**src/rtl/pb_interrupt_ctrl.sv**
```systemverilog
// pb_interrupt_ctrl: edge-latched, maskable interrupt sequencer for the KCPSM6 interrupt/interrupt_ack pins.
module pb_interrupt_ctrl #(
  parameter int         NUM_SRC    = 4,
  parameter logic [7:0] MASK_PORT  = 8'h04,
  parameter logic [7:0] CLEAR_PORT = 8'h05,
  parameter logic [7:0] CAUSE_PORT = 8'h03,
  parameter logic [7:0] PEND_PORT  = 8'h06,
  parameter logic [7:0] MISS_PORT  = 8'h07
) (
  input  logic               board_clk,
  input  logic               Reset,
  input  logic [NUM_SRC-1:0] src_level,
  input  logic [7:0]         port_id,
  input  logic [7:0]         out_port,
  input  logic               write_strobe,
  input  logic               read_strobe,
  input  logic               interrupt_ack,
  output logic               interrupt,
  output logic [7:0]         rd_data,
  output logic               rd_hit
);
  typedef enum logic [1:0] {IDLE, REQ, SERVICE, HOLDOFF} state_t;
  state_t state_q, state_d;
  logic [NUM_SRC-1:0] src_q, edg_q, mask_q, mask_d, pend_q, pend_d, cause_q, cause_d, set_ev, pm;
  logic [7:0] miss_q, miss_d;
  logic mask_wr, clr_wr, miss_rd, miss_hit, unused_ok;
  assign mask_wr   = write_strobe && port_id == MASK_PORT;
  assign clr_wr    = write_strobe && port_id == CLEAR_PORT;
  assign miss_rd   = read_strobe && port_id == MISS_PORT;
  assign interrupt = state_q == REQ;
  assign unused_ok = ^out_port;
  always_comb begin
    set_ev   = edg_q & mask_q;
    pm       = pend_q & mask_q;
    mask_d   = mask_wr ? out_port[NUM_SRC-1:0] : mask_q;
    pend_d   = (pend_q & ~(clr_wr ? out_port[NUM_SRC-1:0] : '0)) | set_ev;
    miss_hit = |(set_ev & pend_q);
    miss_d   = miss_rd ? {7'd0, miss_hit} : miss_q + {7'd0, miss_hit && miss_q != 8'hFF};
    cause_d  = cause_q;
    state_d  = state_q;
    case (state_q)
      IDLE:    state_d = |pm ? REQ : IDLE;
      REQ: begin
        // a request whose enabled pending bits vanished before ack is withdrawn
        state_d = !(|pm) ? IDLE : interrupt_ack ? SERVICE : REQ;
        cause_d = (|pm && interrupt_ack) ? pm : cause_q;
      end
      SERVICE: state_d = clr_wr ? HOLDOFF : SERVICE;
      default: state_d = IDLE;
    endcase
  end
  always_ff @(posedge board_clk) begin
    if (Reset) begin
      src_q   <= src_level;
      edg_q   <= '0;
      mask_q  <= '0;
      pend_q  <= '0;
      cause_q <= '0;
      miss_q  <= '0;
      state_q <= IDLE;
    end else begin
      src_q   <= src_level;
      edg_q   <= src_level & ~src_q;
      mask_q  <= mask_d;
      pend_q  <= pend_d;
      cause_q <= cause_d;
      miss_q  <= miss_d;
      state_q <= state_d;
    end
  end
  always_comb begin
    rd_data = port_id == MASK_PORT  ? 8'(mask_q)  :
              port_id == CAUSE_PORT ? 8'(cause_q) :
              port_id == PEND_PORT  ? 8'(pend_q)  :
              port_id == MISS_PORT  ? miss_q      : 8'h00;
    rd_hit  = port_id == MASK_PORT || port_id == CAUSE_PORT ||
              port_id == PEND_PORT || port_id == MISS_PORT;
  end
endmodule

```
**config.mk**
```make
export PLATFORM = sky130hd
export DESIGN_NAME = pb_interrupt_ctrl
export DESIGN_NICKNAME = d
export VERILOG_FILES = /design/src/rtl/pb_interrupt_ctrl.sv
export SDC_FILE = /design/constraint.sdc
export NUM_CORES = 1
export LEC_CHECK = 0
export CAP_MARGIN = 20
export CORE_ASPECT_RATIO = 0.8
export CORE_MARGIN = 1.5
export CORE_UTILIZATION = 46
export DETAILED_ROUTE_END_ITERATION = 16
export MAX_ROUTING_LAYER = met4
export PLACE_DENSITY = 0.75
export SETUP_SLACK_MARGIN = 0.1
export SLEW_MARGIN = 40
export SYNTH_ARGS = -nofsm -noshare
export SYNTH_HDL_FRONTEND = slang
export SYNTH_SLANG_ARGS = --single-unit
```
**constraint.sdc**
```tcl
create_clock -name board_clk -period 2.1 [get_ports board_clk]
set_clock_uncertainty 0.1 [all_clocks]
set_input_delay 0.21 -clock board_clk [delete_from_list [all_inputs] [get_ports board_clk]]
set_output_delay 0.21 -clock board_clk [all_outputs]
set_load 0.1 [all_outputs]
```
# After elaboration in Yosys (flattened, before gate mapping)
# Index checks and enable logic that the tools add are counted.
word_totals:
  reg_bits: 30
  input_bits: 25
  word_cells: 49
  out_inout_bits: 10
op_classes:
  reduce_logical: 13
  eq_ne: 8
  addsub: 1
  bitwise_logic: 8
  n_mux: 11
ops:
  columns: ["operator", "count"]
  rows:
  - ["$eq A8 B3 Y1 const B", 4]
  - ["$mux W8", 4]
  - ["$and A4 B4 Y4", 5]
  - ["$add A8 B1 Y8", 1]
  - ["$eq A8 B2 Y1 const B", 1]
  - ["$ne A8 B8 Y1 const B", 1]
  - ["$not A4 Y4", 2]
  - ["$reduce_or A4 Y1", 2]
  - ["$pmux W2 S3", 1]
  - ["$logic_and A1 B1 Y1", 5]
  - ["$mux W2", 2]
  - ["$mux W4", 1]
  - ["$or A4 B4 Y4", 1]
  - ["$logic_or A1 B1 Y1", 3]
  - ["$mux W1", 3]
  - ["$eq A2 B1 Y1 const B", 1]
  - ["$eq A2 B2 Y1 const B", 1]
  - ["$logic_not A2 Y1", 1]
  - ["$reduce_and A2 Y1", 1]
  - ["$reduce_or A2 Y1", 1]

# Longest topological paths before layout
logic_depth:
  depth_word: 6
  ltp_mapped: 8

# Worst setup path after synthesis
# No wires, ideal clock.
synth_timing:
  kind: "input port to output port"
  start: "input port_id[3]"
  end: "output rd_hit"
  path_buffers: 1
  path_stages: 3
  arrival_time_ns: 2.938
  path_slack_ns: -1.148
  required_ns: 1.790
  cell_sequence: "or4_1 -> buf_2 -> nor3_1"
synth_via:
  elab_chain_cells: 4
  word_cells_on_any_way: 7
synth_lines:
  columns: ["element", "line", "source"]
  rows:
  - ["start: declaration", "13", "input logic [7:0] port_id,"]
  - ["$eq A8 B3 Y1 / $eq A8 B2 Y1 (equally long branches)", "76", "rd_hit = port_id == MASK_PORT || port_id == CAUSE_PORT ||"]
  - ["$logic_or A1 B1 Y1 (2 in series)", "76", null]
  - ["$logic_or A1 B1 Y1 (*)", "77", "port_id == PEND_PORT || port_id == MISS_PORT;"]
  - ["end: declaration", "20", "output logic rd_hit"]
# Mark *: on every way between the ends. The rest lies on a longest branch, timed or not.

# Worst setup path after layout
layout_timing:
  start: "input port_id[0]"
  end: "output rd_data[1]"
layout_via:
  elab_chain_cells: 5
  word_cells_on_any_way: 8
layout_lines:
  columns: ["element", "line", "source"]
  rows:
  - ["$eq A8 B3 Y1", "75", "port_id == MISS_PORT ? miss_q : 8'h00;"]
  - ["$mux W8", "75", null]
  - ["$mux W8", "74", "port_id == PEND_PORT ? 8'(pend_q) :"]
  - ["$mux W8", "73", "port_id == CAUSE_PORT ? 8'(cause_q) :"]
  - ["$mux W8 (*)", "72", "rd_data = port_id == MASK_PORT ? 8'(mask_q) :"]
  - ["end: declaration", "19", "output logic [7:0] rd_data,"]
# Marks and branches as above.

==> metrics.txt <==
simple-gate share of the synthesized area a little under a third; Inst Count DP 247; largest net degree at the start of global routing 26; # setup viols final 0; H-tree levels 2; routed vias about 1500; Post-Syn Instances approximately 170; clock latency on the worst-skew pair around 0.27 ns; Layout Utilization between 70 and 80%; synthesized area approximately 1500 µm²; fin. max-slew vios 0; Synth top cells by count dfxtp_1 (30), nand2b_1 (15), nand3_1 (13); outcome finished, final reports clean; synth warn 0; top cells by area, synth dfxtp_1 (40%), nand2b_1 (6.3%), mux2i_1 (5.4%); Mapped Nets around 190; Primary FF master, synth dfxtp_1; Final min period between 1.5 and 2 ns; PwrDens approximately 530 nW/µm²; nets ~250; TritonCTS clock tree done; VDD IR-drop max slightly above 0.5 mV; crit path kind input port to output pin; pre-CTS setup slack -0.195 ns; XOR/XNOR Fraction of Synth Area roughly 1.8%; Rel. slew slack a little over half; PnR worst setup slack roughly 0.17 ns; First-pass DRT Iterations 4; FFs w/ async S/R, synth 0%; syn avg cell area approximately 9 µm²; most common cell in the netlist dfxtp_1; final count of hold timing violations 0; Synth area leader dfxtp_1; worst slew pin tran roughly 0.7 ns; Initial Util 48.3%; Finished Layout Cells about 260; hold slack just under 0.3 ns; worst-path maximum fanout 4; largest family of logic cells by synthesized area simple AND/OR/NAND/NOR gates; worst min path class flop to flop; max_cap viols 0; Synth Area in Adders 1.68%; initial antenna violation count 0; Reg clk slew, reported paths roughly 0.060 ns; Detailed Route Iter0 Violations 78; fraction of layout cells with a size suffix above 1 ~32%; FP Rows 18; final worst-path cycle share around nine tenths; Worst Path Arrival 1.62 ns; first-pass GRT wire length about 6500 µm; vias in the first global route roughly 1400; drt wl/cell roughly 16 µm; hold buffer count at cts 0; mux share of post-synthesis cell area about 7.6%; unrepaired setup endpoints after global routing false; TNS Setup 0 ns; Synth cell types 41; CP Capture Type output pin; top cell type's share of synthesized area 40.3%; GRT Total Usage 25.2%; Avg Vias per Cell around 5.7; Fmax achieved slightly above 500 MHz; Worst EP required 1.79 ns; GRT overflow 0; Die Y between 50 and 60 µm; area growth from synthesis to layout 59.9%; GPL Wtd Cong between 0.7 and 0.8; leakage roughly 0.00083 µW; die area ~3600 µm²; Compound-Gate Fraction of Synth Area between 10% and 20%; clk buf depth 2; area of the core 3090 µm²; HPWL after detailed placement 2910 µm; Top Ports 35; crit start category input port; DIE WIDTH about 67 µm; root buf cell clkbuf_8; FF+latch count, synth 30; Num Clock Sinks 30; Routed Antenna Nets 0; Port Buffers 30; post-synthesis sequential area ratio about two fifths; DRC viols 0; final WL about 4200 µm; Fillers approximately 210; diode count 0; clock buffer count from CTS 5; number of synthesized flops with an enable pin 0
[worst max-delay path: stages]
cell and delay (ns):
clkdlybuf4s50_1 0.46, nor4b_2 0.32, and2_4 0.19, buf_12 0.12, o2bb2ai_4 0.12, buf_12 0.19
[routing by layer]
layer  GRT usage, %  vias to the layer above  wire, µm
met2           42.3                       44      2140
met5              -                        -         0
met1           29.7                      704      1830
met4           11.6                        0        44
met3           4.60                        9       202
li1               -                      718         -
[cell families (layout without fill, tap and decap cells)]
group / Yosys count / after routing
xor+xnor: 3 / 3
simple gates: 76 / 76
buf+inv: 10 / 64
fa+ha+maj: 2 / 2
compound gates: 33 / 33
flops: 30 / 30
mux: 11 / 11
[power breakdown]
group | internal [µW] | switching, µW
Sequential | 574 | 2.72
Clock | 354 | 202
Combinational | 70.6 | 60.0
[repair_timing]
item / CTS / global route
cloned: 1 / 0
setup buffers: 0 / 3
endpoints found under the setup margin: 10 / 12
gates resized for setup: 19 / 14
pin swaps: 7 / 5
[metrics by stage]
step	instance area (µm²)	power [µW]
2_1_floorplan	1580	634
3_3_place_gp	2150	702
3_5_place_dp	2150	706
4_1_cts	2320	1270
5_1_grt	2380	1310
6_report	2380	1260
[flip-flops by register name, summed over array words and instances, names as in the netlist]
register / flops
edg_q: 4
pend_q: 4
src_q: 4
mask_q: 4
miss_q: 8
state_q: 2
cause_q: 4
[layout by cell type (no fill, tap or decap), drive strengths merged, types with 5 or more instances in the layout]
| cell | count |
|---|---|
| a21oi | 9 |
| and2 | 5 |
| buf | 34 |
| clkbuf | 7 |
| clkdlybuf4s50 | 15 |
| dfxtp | 30 |
| mux2i | 8 |
| nand2 | 6 |
| nand2b | 15 |
| nand3 | 13 |
| nand3b | 5 |
| nor2 | 6 |
| o21ai | 5 |
[area by class of cell]
cell class	count	area, µm²	share of cell area (%)
repair buffers	54	591	24.8
inverters	2	7.51	0.315
clock buffers	7	76.3	3.20
well taps	40	50.0	2.10
clock inverters	1	30.0	1.26
flip-flops and latches	30	611	25.6
multi-input cells	125	1020	42.7
[worst paths after layout]
path	from	endpoint	slack [ns]	cells past startpoint
worst max register to register	pend_q[3]	miss_q[6]	0.19	8
worst min register to register	src_q[0]	edg_q[0]	0.29	1
worst max-delay path	port_id[0]	rd_data[1]	0.17	6
worst min-delay path	src_q[0]	edg_q[0]	0.29	1
Power figures use the tool's default switching activity.
